**config.mk**
```make
export PLATFORM = sky130hd
export DESIGN_NAME = id_stage
export DESIGN_NICKNAME = d
export VERILOG_FILES = /design/src/rtl/branchmux.sv /design/src/rtl/rv32i_types.sv /design/src/rtl/id_stage_regfile.sv /design/src/rtl/id_stage.sv
export SDC_FILE = /design/constraint.sdc
export NUM_CORES = 2
export LEC_CHECK = 0
export BUFFER_PORTS_ARGS = -buffer_cell sky130_fd_sc_hd__clkbuf_2
export CAP_MARGIN = 10
export CORE_MARGIN = 1
export CORE_UTILIZATION = 50
export DETAILED_ROUTE_END_ITERATION = 7
export HOLD_SLACK_MARGIN = 0.08
export PLACE_DENSITY = 0.69
export RECOVER_POWER = 100
export SETUP_SLACK_MARGIN = 0.05
export SLEW_MARGIN = 10
export SYNTH_ARGS = -nofsm -noshare
export SYNTH_HDL_FRONTEND = slang
export SYNTH_SLANG_ARGS = --single-unit
```
**constraint.sdc**
```tcl
create_clock -name clk -period 12.5 [get_ports clk]
set_clock_uncertainty 0.1 [all_clocks]
set_input_delay 1.875 -clock clk [delete_from_list [all_inputs] [get_ports clk]]
set_output_delay 1.875 -clock clk [all_outputs]
set_load 0.02 [all_outputs]
```
**src/rtl/branchmux.sv**
```systemverilog
// Next-PC mux select encoding shared by fetch, decode and execute.
package branchmux;

  typedef enum logic [1:0] {
    pc_plus4 = 2'b00,
    br_taken = 2'b01,
    jalr_tgt = 2'b10
  } branchmux_sel_t;

endpackage

```
**src/rtl/rv32i_types.sv**
```systemverilog
// RV32I shared widths, opcode constants and the ID/EX payload.
package rv32i_types;

  localparam int unsigned XLEN   = 32;
  localparam int unsigned NREGS  = 32;
  localparam int unsigned REG_AW = 5;

  localparam logic [6:0] LOAD   = 7'b0000011;
  localparam logic [6:0] STORE  = 7'b0100011;
  localparam logic [6:0] BRANCH = 7'b1100011;
  localparam logic [6:0] JAL    = 7'b1101111;
  localparam logic [6:0] JALR   = 7'b1100111;
  localparam logic [6:0] OP_IMM = 7'b0010011;
  localparam logic [6:0] OP     = 7'b0110011;
  localparam logic [6:0] LUI    = 7'b0110111;
  localparam logic [6:0] AUIPC  = 7'b0010111;

  typedef struct packed {
    logic              valid;
    logic [XLEN-1:0]   pc;
    logic [XLEN-1:0]   ir;
    logic [XLEN-1:0]   rs1_data;
    logic [XLEN-1:0]   rs2_data;
    logic [XLEN-1:0]   imm;
    logic [REG_AW-1:0] rd;
    logic              illegal;
  } id_ex_t;

endpackage

```
**src/rtl/id_stage_regfile.sv**
```systemverilog
// 32x32 architectural register file: one write port, two comb read ports
// that see a same-cycle writeback.
module regfile
  import rv32i_types::*;
(
  input  logic              clk,
  input  logic              reset,
  input  logic              we,
  input  logic [REG_AW-1:0] waddr,
  input  logic [XLEN-1:0]   wdata,
  input  logic [REG_AW-1:0] raddr1,
  input  logic [REG_AW-1:0] raddr2,
  output logic [XLEN-1:0]   rdata1_c,
  output logic [XLEN-1:0]   rdata2_c
);

  logic [XLEN-1:0] regs [NREGS];

  always_ff @(posedge clk) begin
    if (!reset) begin
      for (int i = 0; i < int'(NREGS); i++) regs[i] <= '0;
    end else if (we && (waddr != '0)) begin
      regs[waddr] <= wdata;
    end
  end

  // x0 reads as zero; a matching writeback bypasses the array
  always_comb begin
    rdata1_c = '0;
    rdata2_c = '0;
    if (raddr1 != '0) rdata1_c = (we && (waddr == raddr1)) ? wdata : regs[raddr1];
    if (raddr2 != '0) rdata2_c = (we && (waddr == raddr2)) ? wdata : regs[raddr2];
  end

endmodule

```
**src/rtl/id_stage.sv**
```systemverilog
// RV32I decode stage: IF/ID register, register file, immediate generation,
// load-use stall and branch flush, feeding the ID/EX register.
module id_stage
  import rv32i_types::*;
(
  input  logic                      clk,
  input  logic                      reset,
  input  logic [XLEN-1:0]           IR_regs_in,
  input  logic [XLEN-1:0]           if_pc,
  input  branchmux::branchmux_sel_t branchmux_sel,
  input  logic                      wb_load,
  input  logic [REG_AW-1:0]         wb_rd,
  input  logic [XLEN-1:0]           wb_data,
  output logic                      stall_if,
  output logic                      ex_valid,
  output logic [XLEN-1:0]           ex_pc,
  output logic [XLEN-1:0]           ex_ir,
  output logic [XLEN-1:0]           ex_rs1_data,
  output logic [XLEN-1:0]           ex_rs2_data,
  output logic [XLEN-1:0]           ex_imm,
  output logic [REG_AW-1:0]         ex_rd,
  output logic                      ex_illegal
);

  logic [XLEN-1:0]   ifid_ir;
  logic [XLEN-1:0]   ifid_pc;
  logic              ifid_valid;
  logic              flush;
  logic [6:0]        opcode;
  logic [REG_AW-1:0] rd;
  logic [REG_AW-1:0] rs1;
  logic [REG_AW-1:0] rs2;
  logic [XLEN-1:0]   imm;
  logic              illegal;
  logic              use_rs1;
  logic              use_rs2;
  logic [XLEN-1:0]   rs1_data;
  logic [XLEN-1:0]   rs2_data;
  id_ex_t            ex_q;
  id_ex_t            ex_d;

  assign flush = (branchmux_sel == branchmux::br_taken);

  // IF/ID: flush beats stall beats load
  always_ff @(posedge clk) begin
    if (!reset) begin
      ifid_ir    <= '0;
      ifid_pc    <= '0;
      ifid_valid <= 1'b0;
    end else if (flush) begin
      ifid_ir    <= '0;
      ifid_valid <= 1'b0;
    end else if (!stall_if) begin
      ifid_ir    <= IR_regs_in;
      ifid_pc    <= if_pc;
      ifid_valid <= (IR_regs_in != '0);
    end
  end

  assign opcode = ifid_ir[6:0];
  assign rd     = ifid_ir[11:7];
  assign rs1    = ifid_ir[19:15];
  assign rs2    = ifid_ir[24:20];

  // Immediate format and source usage by opcode
  always_comb begin
    imm     = '0;
    illegal = 1'b0;
    use_rs1 = 1'b0;
    use_rs2 = 1'b0;
    case (opcode)
      LOAD, OP_IMM, JALR: begin
        imm     = {{20{ifid_ir[31]}}, ifid_ir[31:20]};
        use_rs1 = 1'b1;
      end
      STORE: begin
        imm     = {{20{ifid_ir[31]}}, ifid_ir[31:25], ifid_ir[11:7]};
        use_rs1 = 1'b1;
        use_rs2 = 1'b1;
      end
      BRANCH: begin
        imm     = {{19{ifid_ir[31]}}, ifid_ir[31], ifid_ir[7], ifid_ir[30:25],
                   ifid_ir[11:8], 1'b0};
        use_rs1 = 1'b1;
        use_rs2 = 1'b1;
      end
      LUI, AUIPC: imm = {ifid_ir[31:12], 12'b0};
      JAL: imm = {{11{ifid_ir[31]}}, ifid_ir[31], ifid_ir[19:12], ifid_ir[20],
                  ifid_ir[30:21], 1'b0};
      OP: begin
        use_rs1 = 1'b1;
        use_rs2 = 1'b1;
      end
      default: illegal = ifid_valid;
    endcase
  end

  regfile u_regfile (
    .clk      (clk),
    .reset    (reset),
    .we       (wb_load),
    .waddr    (wb_rd),
    .wdata    (wb_data),
    .raddr1   (rs1),
    .raddr2   (rs2),
    .rdata1_c (rs1_data),
    .rdata2_c (rs2_data)
  );

  // Load in EX whose destination the decoding instruction reads
  assign stall_if = ex_q.valid && (ex_q.ir[6:0] == LOAD) && (ex_q.rd != '0) &&
                    ((use_rs1 && (rs1 == ex_q.rd)) || (use_rs2 && (rs2 == ex_q.rd))) &&
                    ifid_valid && !flush;

  always_comb begin
    ex_d = '0;
    if (!flush && !stall_if) begin
      ex_d.valid    = ifid_valid;
      ex_d.pc       = ifid_pc;
      ex_d.ir       = ifid_ir;
      ex_d.rs1_data = rs1_data;
      ex_d.rs2_data = rs2_data;
      ex_d.imm      = imm;
      ex_d.rd       = rd;
      ex_d.illegal  = illegal;
    end
  end

  always_ff @(posedge clk) begin
    if (!reset) ex_q <= '0;
    else        ex_q <= ex_d;
  end

  assign ex_valid    = ex_q.valid;
  assign ex_pc       = ex_q.pc;
  assign ex_ir       = ex_q.ir;
  assign ex_rs1_data = ex_q.rs1_data;
  assign ex_rs2_data = ex_q.rs2_data;
  assign ex_imm      = ex_q.imm;
  assign ex_rd       = ex_q.rd;
  assign ex_illegal  = ex_q.illegal;

endmodule

```
==> results.json <==
{
  "status": "finished with violations",
  "violations": "design-rule violations, max-capacitance violations, max-slew violations",
  "ios": 274,
  "cts_max_path_buffers": 3,
  "crit_fanout": 67,
  "rsz0062_at_grt": "no",
  "r2r-end": "ex_rs2_data[11]$_SDFF_PN0_",
  "cts_root_buf": "clkbuf_16",
  "yosys.area.top_type": "edfxtp_1",
  "fin_tns_setup_ps": 0,
  "end_kind": "flop",
  "ys_seq_elements": 1251,
  "die_y_um": 355,
  "n_fill_cell": 9851,
  "hold_buffers": 0,
  "grt_max_degree": 109,
  "fin_nets": 4466,
  "grtUsageTotal_pct": 30.7,
  "multi_input_area_sq_mm": 0.0249,
  "num_vias": 39588,
  "place.detailed.hpwl_um": 120000,
  "cp.required_ps": 12700,
  "ir_drop_mv": 0.150,
  "clk_pin_slew_ps": 60,
  "htree_levels": 4,
  "yosysTopAreaCellShare_pct": 49.3,
  "hold_path_end": "ex_pc[4]$_SDFF_PN0_",
  "final_core_util_pct": 55.3,
  "seqCellArea_sq_mm": 0.0353,
  "fmax_ghz": 0.113,
  "via_per_inst": 6.47,
  "dpl.cell_count": 5858,
  "yosysMostFrequentCell": "and2_1",
  "post_cts_buffers": 0,
  "worstPathArrival_ps": 9080,
  "fin_cells": 6118,
  "wirelength_um": 195000,
  "synth.avg_cell_area_sq_um": 14.6,
  "synthTopCellsByCount": "and2_1, edfxtp_1, mux4_2",
  "hp-start": "ifid_pc[4]$_SDFFE_PN0P_",
  "cts_buffers": 136,
  "async_reset_ff_share_pct": 0,
  "holdPathStages": 1,
  "antenna_found_initial": 13,
  "hold_viol_final": 0,
  "drv_cap": 68,
  "power.density_mw_per_mm2": 145,
  "rows": 129,
  "synthToLayoutAreaGrowth_pct": 9.77,
  "slew_violations": 1766,
  "synth_cells": 4269,
  "leakagePower_nw": 22.4,
  "place_ws_ps": 6120,
  "syn_area_sq_mm": 0.0624,
  "worstSetupStartpointType": "primary input",
  "ys_types": 65,
  "synth_edf_count": 1024,
  "fin_crit_ps": 8880,
  "grt_pass1_vias": 39302,
  "r2r_setup_slack_ps": 4750,
  "start_util_pct": 50.4,
  "setup_viol": 0,
  "cts-resized-gates": 0,
  "insertion_delay_ps": 750,
  "synth_flop_cell": "edfxtp_1",
  "portBuffers": 273,
  "die_x_um": 355,
  "drtAntennaViolNets": 0,
  "min-delay-path-class": "reg -> reg",
  "r2r-start": "ifid_ir[21]$_SDFFE_PP0N_",
  "drive_above_1_share_pct": 22.2,
  "dieArea_sq_mm": 0.126,
  "yosysSeqAreaShare_pct": 56.5,
  "wl_per_cell_um": 31.8,
  "place_congestion": 0.887,
  "grt.overflow.total": 0,
  "r2r.worst_path.cells": 7,
  "grt_pass1_wl_um": 277000,
  "final.setup.worst_slack_ps": 3620,
  "drtIter0Drc": 5339,
  "drc": 34,
  "clock_sinks": 1251,
  "yosys-top-cells-area": "edfxtp_1, mux4_2, and2_1",
  "synth_warnings": 0,
  "slew_headroom_pct": -152,
  "design.core.area_sq_mm": 0.124,
  "firstDrtPassIters": 7,
  "cts_tree": "done",
  "finalCritPeriodShare_pct": 71.1,
  "tightest_slew_ps": 3740,
  "critPathKind": "in -> reg"
}
==> kinds of logic (layout without fill, tap and decap cells) <==
kind of cell           count (synthesis)  in the layout  share of synthesized area [%]
AND/OR/NAND/NOR                     1457           1457                           14.2
multiplexers                         699            699                           21.6
AO/OA/AOI/OAI                        370            370                           3.68
buffers and inverters                471            642                           3.70
XOR/XNOR                              20             20                          0.281
other                                  1             42                        0.00601
flip-flops                          1251           1251                           56.5
==> power by group <==
group          internal (mW)  leakage [nW]  switching, mW
clock network           2.29          2.14           1.69
logic                  0.428          8.60          0.637
registers               4.74          11.6          0.148
total                   7.46          22.4           2.47
==> through the flow <==
step | total power, mW | cell area, sq um | hold slack, ps
2_1_floorplan | 5.63 | 62500 | 330
3_3_place_gp | 6.01 | 65000 | 335
3_5_place_dp | 6.04 | 65000 | 338
4_1_cts | 9.96 | 69400 | 350
5_1_grt | 10.2 | 68500 | 366
6_report | 9.93 | 68500 | 343
==> final cells by class <==
class | count | area share [%]
antenna | 10 | 0.0365
clock buffer | 187 | 5.58
clock inverter | 62 | 0.780
inverter | 8 | 0.0438
multi-input combinational | 2578 | 36.4
sequential | 1251 | 51.5
tap | 1637 | 2.99
timing repair buffer | 385 | 2.66
==> worst max-delay path, stage by stage <==
cell	delay, ps
clkbuf_1	1980
buf_4	770
nand2_1	110
nor2_1	150
nand2_1	370
clkbuf_1	420
o21ai_0	1640
clkbuf_1	1690
==> registers in the layout (all words and copies together), names as in the netlist <==
signal,count
u_regfile.regs,1024
ex_imm,32
ex_ir,32
ex_pc,32
ex_rs1_data,32
ex_rs2_data,32
ifid_ir,32
ifid_pc,32
ex_illegal,1
ex_valid,1
ifid_valid,1
==> layer usage <==
metal	global-route usage, %	vias to the layer above	routed length (um)
met5	0.830	-	177
met4	10.5	8	6360
met3	9.68	387	24700
met2	48.0	2400	91600
met1	40.6	20429	72000
li1	-	16364	-
==> worst max-delay path by stage <==
stage / start / cells past startpoint / end
2_1_floorplan: wb_rd[3] / 7 / u_regfile.regs[12][0]$_SDFFCE_PN0P_
3_3_place_gp: reset / 6 / u_regfile.regs[23][24]$_SDFFCE_PN0P_
3_5_place_dp: reset / 6 / u_regfile.regs[21][12]$_SDFFCE_PN0P_
4_1_cts: reset / 6 / u_regfile.regs[21][12]$_SDFFCE_PN0P_
5_1_grt: reset / 6 / u_regfile.regs[27][17]$_SDFFCE_PN0P_
6_report: reset / 8 / u_regfile.regs[18][23]$_SDFFCE_PN0P_
==> cells in the final DEF, fill, tap and decap left out, drive strengths merged, types with 5 or more instances in the layout <==
master / count
nor2: 51
nor4: 43
nor3: 142
o22ai: 144
clkbuf: 519
nand3b: 8
a22oi: 8
a21oi: 82
nor2b: 9
or3: 5
conb: 32
xnor2: 12
nand2: 98
a211oi: 12
a31oi: 6
mux2i: 127
xor2: 8
buf: 53
inv: 14
nand3: 41
bufinv: 7
dfxtp: 227
and3: 11
a22o: 28
diode: 10
mux4: 512
mux2: 60
edfxtp: 1024
o21ai: 72
and2: 1027
clkinv: 47
nand2b: 6
No activity file was read; power rests on OpenSTA's default activity.
